==> config.mk <==
export PLATFORM = sky130hd
export DESIGN_NAME = multicycle_datapath
export DESIGN_NICKNAME = d
export VERILOG_FILES = /design/src/rtl/multicycle_datapath.sv
export SDC_FILE = /design/constraint.sdc
export NUM_CORES = 1
export LEC_CHECK = 0
export ABC_AREA = 1
export CAP_MARGIN = 20
export CORE_UTILIZATION = 63
export CTS_BUF_LIST = sky130_fd_sc_hd__clkbuf_8
export DETAILED_ROUTE_END_ITERATION = 10
export HOLD_SLACK_MARGIN = 0.1
export PLACE_DENSITY_LB_ADDON = 0.25
export SYNTH_ARGS = -nofsm -noshare
export SYNTH_HDL_FRONTEND = slang
export SYNTH_SLANG_ARGS = --single-unit
==> constraint.sdc <==
create_clock -name clock -period 4.3 [get_ports clock]
set_input_delay 0.86 -clock clock [delete_from_list [all_inputs] [get_ports clock]]
set_output_delay 0.86 -clock clock [all_outputs]
set_load 0.005 [all_outputs]
==> src/rtl/multicycle_datapath.sv <==
// Accumulating datapath driven by the multicycle control unit: R = A +/- B +/- C +/- D
// over four clocked steps, with sticky overflow and control-sequence checking.
module multicycle_datapath #(
  parameter int unsigned WIDTH = 8
) (
  input  logic             clock,
  input  logic             reset,
  input  logic             ctrl_valid,
  input  logic             s0,
  input  logic             s1,
  input  logic             s2,
  input  logic             add_or_sub,
  input  logic             done,
  input  logic             opnd_wr,
  input  logic [1:0]       opnd_sel,
  input  logic [WIDTH-1:0] opnd_data,
  output logic [WIDTH-1:0] result,
  output logic             result_valid,
  output logic             ovf,
  output logic             busy,
  output logic             proto_err,
  output logic             wr_err
);

  localparam int unsigned CNT_W = 3;

  logic [WIDTH-1:0] a, b, c, d, acc;
  logic [CNT_W-1:0] step_cnt;

  logic [WIDTH-1:0] op_c, eff_c, sum_c;
  logic [CNT_W-1:0] expect_c;
  logic             illegal_c, ovf_c;

  // Operand select, expected step position and add/subtract with overflow detect
  always_comb begin
    op_c      = b;
    expect_c  = CNT_W'(1);
    illegal_c = 1'b0;
    case ({s2, s1})
      2'b00:   begin op_c = b; expect_c = CNT_W'(1); end
      2'b01:   begin op_c = c; expect_c = CNT_W'(2); end
      2'b10:   begin op_c = d; expect_c = CNT_W'(3); end
      default: illegal_c = 1'b1;
    endcase
    eff_c = add_or_sub ? op_c : ~op_c;
    sum_c = acc + eff_c + {{(WIDTH-1){1'b0}}, ~add_or_sub};
    ovf_c = (acc[WIDTH-1] == eff_c[WIDTH-1]) && (sum_c[WIDTH-1] != acc[WIDTH-1]);
  end

  always_ff @(posedge clock) begin
    if (reset) begin
      a            <= '0;
      b            <= '0;
      c            <= '0;
      d            <= '0;
      acc          <= '0;
      result       <= '0;
      step_cnt     <= '0;
      result_valid <= 1'b0;
      ovf          <= 1'b0;
      busy         <= 1'b0;
      proto_err    <= 1'b0;
      wr_err       <= 1'b0;
    end else begin
      result_valid <= 1'b0;
      wr_err       <= 1'b0;

      // done outranks any step presented in the same cycle
      if (done) begin
        if (busy) begin
          result       <= acc;
          result_valid <= 1'b1;
          busy         <= 1'b0;
          step_cnt     <= '0;
          if (step_cnt != CNT_W'(4)) proto_err <= 1'b1;
        end
      end else if (ctrl_valid) begin
        if (!s0) begin
          acc       <= a;
          step_cnt  <= CNT_W'(1);
          busy      <= 1'b1;
          ovf       <= 1'b0;
          proto_err <= 1'b0;
        end else if (illegal_c || (step_cnt != expect_c)) begin
          proto_err <= 1'b1;
        end else begin
          acc      <= sum_c;
          step_cnt <= step_cnt + CNT_W'(1);
          if (ovf_c) ovf <= 1'b1;
        end
      end

      // Operand registers are frozen while a sequence is running
      if (opnd_wr) begin
        if (busy) begin
          wr_err <= 1'b1;
        end else begin
          case (opnd_sel)
            2'd0:    a <= opnd_data;
            2'd1:    b <= opnd_data;
            2'd2:    c <= opnd_data;
            default: d <= opnd_data;
          endcase
        end
      end
    end
  end

endmodule

* After elaboration in Yosys (flattened, before gate mapping)
Cells that the tools add are included.
Word-level totals: bits in registers 56, input bits 19, output and inout bits 13, word-level logic and storage cells 77
Operators by class: add/subtract/negate cells 3, eq/ne operators 14, muxes and demuxes 21, bitwise operators 7, reductions and logical operators 20
Operators by type and width (count):
- 8-bit two-way mux | 3
- 3-bit AND reduction | 6
- 8-bit one-hot mux with 2 select lines | 1
- 3-bit two-way mux | 5
- 1-bit two-way mux | 11
- 8-bit by 1-bit adder with 8-bit output | 1
- 8-bit adder | 1
- 8-bit inverter | 1
- 4-bit AND reduction | 2
- 2-bit by 1-bit != test with 1-bit output (second input constant) | 3
- 3-bit != test (second input constant) | 2
- 1-bit inverter | 6
- 2-bit OR reduction | 3
- 3-bit OR reduction | 2
- 2-bit by 1-bit equality test with 1-bit output (second input constant) | 2
- 2-bit equality test (second input constant) | 2
- 2-bit zero test | 2
- 2-bit one-hot mux with 2 select lines | 1
- 2-bit AND reduction | 2
- 3-bit by 1-bit adder with 3-bit output (second input constant) | 1
- 3-bit by 1-bit != test with 1-bit output (second input constant) | 1
- 3-bit != test | 1
- 2-bit != test (second input constant) | 1
- 2-bit nonzero test | 1
- other kinds (4) | 4

* Longest topological paths before layout
depth after elaboration 11, depth in mapped cells 16, depth with buffers taken out 16

* Least setup slack after synthesis
OpenSTA, ideal clock, no wires.
path type input-to-reg, start point input port s1, end point register acc[6], setup time 0.129 ns, arrival 2.622 ns, data required time 4.171 ns, path slack 1.549 ns, cell stages on the path 14, buffers on the path 1, cells stage by stage inv_1 > ha_1 > buf_6 > a21oi_1 > a21oi_1 > xor2_1 > ha_1 > a21o_1 > nand2_1 > nand3_1 > a21oi_1 > o21ai_0 > nand2_1 > a21oi_2
Between the ends: longest elaborated chain between the ends 8, elaborated cells on any way between the ends 17, classes of those cells add/sub (2); eq/ne (4); mux (6); bitwise (1); reduce/logical (4)
Ends and longest elaborated chain:
- start, declared | RTL line 10 | input logic s1,
- 2-bit equality test / 2-bit by 1-bit equality test with 1-bit output (equally long branches) | RTL line 39 | case ({s2, s1})
- 8-bit one-hot mux with 2 select lines | RTL line 39
- 8-bit inverter | RTL line 45 | eff_c = add_or_sub ? op_c : ~op_c;
- 8-bit two-way mux | RTL line 45
- 8-bit adder | RTL line 46 | sum_c = acc + eff_c + {{(WIDTH-1){1'b0}}, ~add_or_sub};
- 8-bit by 1-bit adder with 8-bit output | RTL line 46
- 8-bit two-way mux | RTL line 84 | end else if (illegal_c || (step_cnt != expect_c)) begin
- 8-bit two-way mux | RTL line 78 | if (!s0) begin
- end signal, assigned | RTL line 87 | acc <= sum_c;
- end, declared | RTL line 27 | logic [WIDTH-1:0] a, b, c, d, acc;
Several ways; a longest one is shown, not always the timed one. The select of a mux whose other input is x is not followed. A chain may end at the register's enable or synchronous reset.

* Final worst setup path
Same ends and word-level chain as after synthesis.

==> impl_metrics.env <==
export IMPL_synth_seq_cells=56
export IMPL_met1_usage_pct=36.0
export IMPL_ys_types=36
export IMPL_die_w_microns=69.3
export IMPL_grt_pass1_vias=2553
export IMPL_ys_seq_area_share_pct=39.3
export IMPL_cts_num_sinks=56
export IMPL_report_power_total_mw=1.08
export IMPL_cpMaxStageDelayCell="clkdlybuf4s50_1"
export IMPL_avgViaCountPerCell=5.60
export IMPL_dp_cells=468
export IMPL_root_buffer="clkbuf_8"
export IMPL_final_cells=475
export IMPL_swShare_pct=28.5
export IMPL_min_path_type="reg -> reg"
export IMPL_post_cts_buffers=0
export IMPL_p_leak_nw=1.43
export IMPL_setup_slack_ns=0.902
export IMPL_slew_viol_final=0
export IMPL_antenna_found_initial=0
export IMPL_cts_tree="done"
export IMPL_grtUsageMet2_pct=48.3
export IMPL_clock_skew_ns=0.0135
export IMPL_crit_fanout=11
export IMPL_max_slew_margin_pct=61.9
export IMPL_drt_initial_drc_count=184
export IMPL_path_class="in -> reg"
export IMPL_place_congestion=0.930
export IMPL_powerDensity_nw_per_um2=333
export IMPL_p_clk_share_pct=28.1
export IMPL_post_route_period_util_pct=79.0
export IMPL_syn_avg_cell_area_sq_um=7.20
export IMPL_placed_area_sq_um=3170
export IMPL_grt_max_degree=29
export IMPL_numCtsBuffers=5
export IMPL_antenna_cells=0
export IMPL_cpPeakStageDelay_ns=0.51
export IMPL_whs_ns=0.454
export IMPL_worst_pin_slew_ns=0.569
export IMPL_rows=24
export IMPL_grt_busiest_layer="met2"
export IMPL_grt_usage_pct=29.0
export IMPL_worstPathArrival_ns=3.60
export IMPL_ys_flop_type="dfxtp_1"
export IMPL_fmax_mhz=294
export IMPL_worst_ir_drop_vdd_mv=0.197
export IMPL_area_growth_pct=14.4
export IMPL_yosys_warnings=0
export IMPL_clock_latency_ns=0.31
export IMPL_rsz0062_at_grt="no"
export IMPL_comb_power_share_pct=20.4
export IMPL_finalCriticalPeriod_ns=3.40
export IMPL_vias=2658
export IMPL_critPathLaunchType="input pin"
export IMPL_initial_core_util_pct=65.5
export IMPL_final_util_pct=74.9
export IMPL_hold_violations=0
export IMPL_end_kind="register"
export IMPL_async_reset_ff_share_pct=0
export IMPL_cts_buffer_depth=2
export IMPL_nFillCells=345
export IMPL_core_area_sq_um=4350
export IMPL_synth_nets=429
export IMPL_drc=0
export IMPL_p_sw_mw=0.309
export IMPL_die_y_microns=69.3
export IMPL_grt_overflow=0
export IMPL_ant_nets=0
export IMPL_cp_cell_sequence="clkdlybuf4s50_1 -> inv_1 -> ha_1 -> inv_2 -> nand3_1 -> nand3_1 -> inv_1 -> a31oi_1 -> fa_1 -> nand4_1 -> nand3_1 -> a21oi_1 -> o21ai_0 -> nand2_1 -> a21oi_2"
export IMPL_wl_per_cell_microns=13.8
export IMPL_max_cap_violations=0
export IMPL_hold_buffers=0
export IMPL_syn_inst=396
export IMPL_synth_area_sq_um=2850
export IMPL_clkTransAtPathRegs_ns=0.10
export IMPL_fp_dieArea_sq_um=4800
export IMPL_seq_power_share_pct=51.5
export IMPL_setup_viol=0
export IMPL_hpwl_mm=5.03
export IMPL_post_place_ws_ns=0.618
export IMPL_setup_tns_ns=0
export IMPL_cpMostUsedCell="nand3_1"
export IMPL_critPathRequiredTime_ns=4.50
export IMPL_status="complete, no violations"
export IMPL_synth_edff_count=0
export IMPL_io_pins=32
export IMPL_met3_usage_pct=4.36
export IMPL_postLayoutCellArea_sq_um=3260
export IMPL_drt_pass1_iter_count=5
export IMPL_wl_mm=6.56
export IMPL_drive_gt1_share_pct=5.44
export IMPL_nets=456
export IMPL_portBuffers=31
export IMPL_grt_pass1_wl_mm=11.2
export IMPL_postCtsResizedCells=0
export IMPL_internal_power_mw=0.775
export IMPL_htreeDepth=2
-- worst paths after layout --
check / startpoint / endpoint / slack (ns) / cells after the start
worst max-delay path: s1 / acc[6] / 0.90 / 15
worst min-delay path: d[7] / d[7] / 0.45 / 2
worst max register to register: d[0] / acc[6] / 2.25 / 12
worst min register to register: d[7] / d[7] / 0.45 / 2
-- registers in the layout, summed over array words and instances (netlist names) --
register	count
a	8
acc	8
b	8
busy	1
c	8
d	8
ovf	1
proto_err	1
result	8
result_valid	1
step_cnt	3
wr_err	1
-- synthesized netlist by cell type, drive strengths merged, types with 2 or more instances --
library cell  instances  area (sq um)
o21ai                49           245
nand2                57           219
nand3                21           123
nand4                 3          18.8
clkinv                2          7.51
inv                  42           158
nor2                 75           284
dfxtp                56          1120
nor3                  5          40.0
a21oi                39           218
o211ai                3          22.5
xnor2                 2          17.5
buf                   5          32.5
a31oi                 3          18.8
ha                   13           163
clkbuf                7          36.3
xor2                  7          61.3
-- layer usage --
metal	wire, microns	part of all wire (%)
met5	0	0
met3	334	5.1
met4	150	2.3
met1	2960	45
met2	3110	47
-- power groups by stage --
stage               registers, mW  logic [mW]  clock network [mW]
floorplan                   0.566       0.157                   0
global placement            0.570       0.215                   0
detailed placement          0.570       0.219                   0
CTS                         0.558       0.221               0.312
global route                0.561       0.252               0.329
finish                      0.558       0.222               0.305
-- placed cells by master (no fill, tap or decap) --
master	instances
fa_1	1
a211oi_1	1
xor2_1	7
a21boi_0	1
o21ai_0	49
nand2_1	55
buf_4	1
nor3_1	2
dfxtp_1	56
nor2_1	74
o21bai_1	1
clkdlybuf4s50_1	31
nand3_1	19
o211ai_1	3
clkinv_1	2
o211a_1	1
xnor2_1	2
a21oi_1	35
or2_2	1
inv_1	40
nand3_4	1
nand3_2	1
a21oi_4	1
a31oi_1	3
nand2_2	2
nor2_2	1
a21oi_2	3
a21o_1	1
ha_1	13
nor3_2	3
clkbuf_8	7
inv_2	2
nand4_1	3
-- kinds of logic (layout without fill, tap and decap cells) --
logic type	Yosys count	after routing	share of synthesized area [%]
buf+inv	56	83	8.21
xor+xnor	9	9	2.76
simple gates	162	162	24.2
compound gates	99	99	19.1
fa+ha+maj	14	14	6.41
flops	56	56	39.3
-- critical path, delay by kind of cell --
kind / cells / cell delay [ns]
fa+ha+maj: 2 / 0.94
compound gates: 4 / 0.38
simple gates: 5 / 0.60
buf+inv: 4 / 0.83
-- cell type report --
class / count / area [sq um] / share of cell area (%)
multi-input combinational: 284 / 1500 / 45.9
sequential: 56 / 1120 / 34.4
timing repair buffer: 32 / 318 / 9.74
inverter: 44 / 165 / 5.06
clock buffer: 7 / 96.3 / 2.95
tap: 52 / 65.1 / 1.99
No activity file was read; power rests on OpenSTA's default activity.
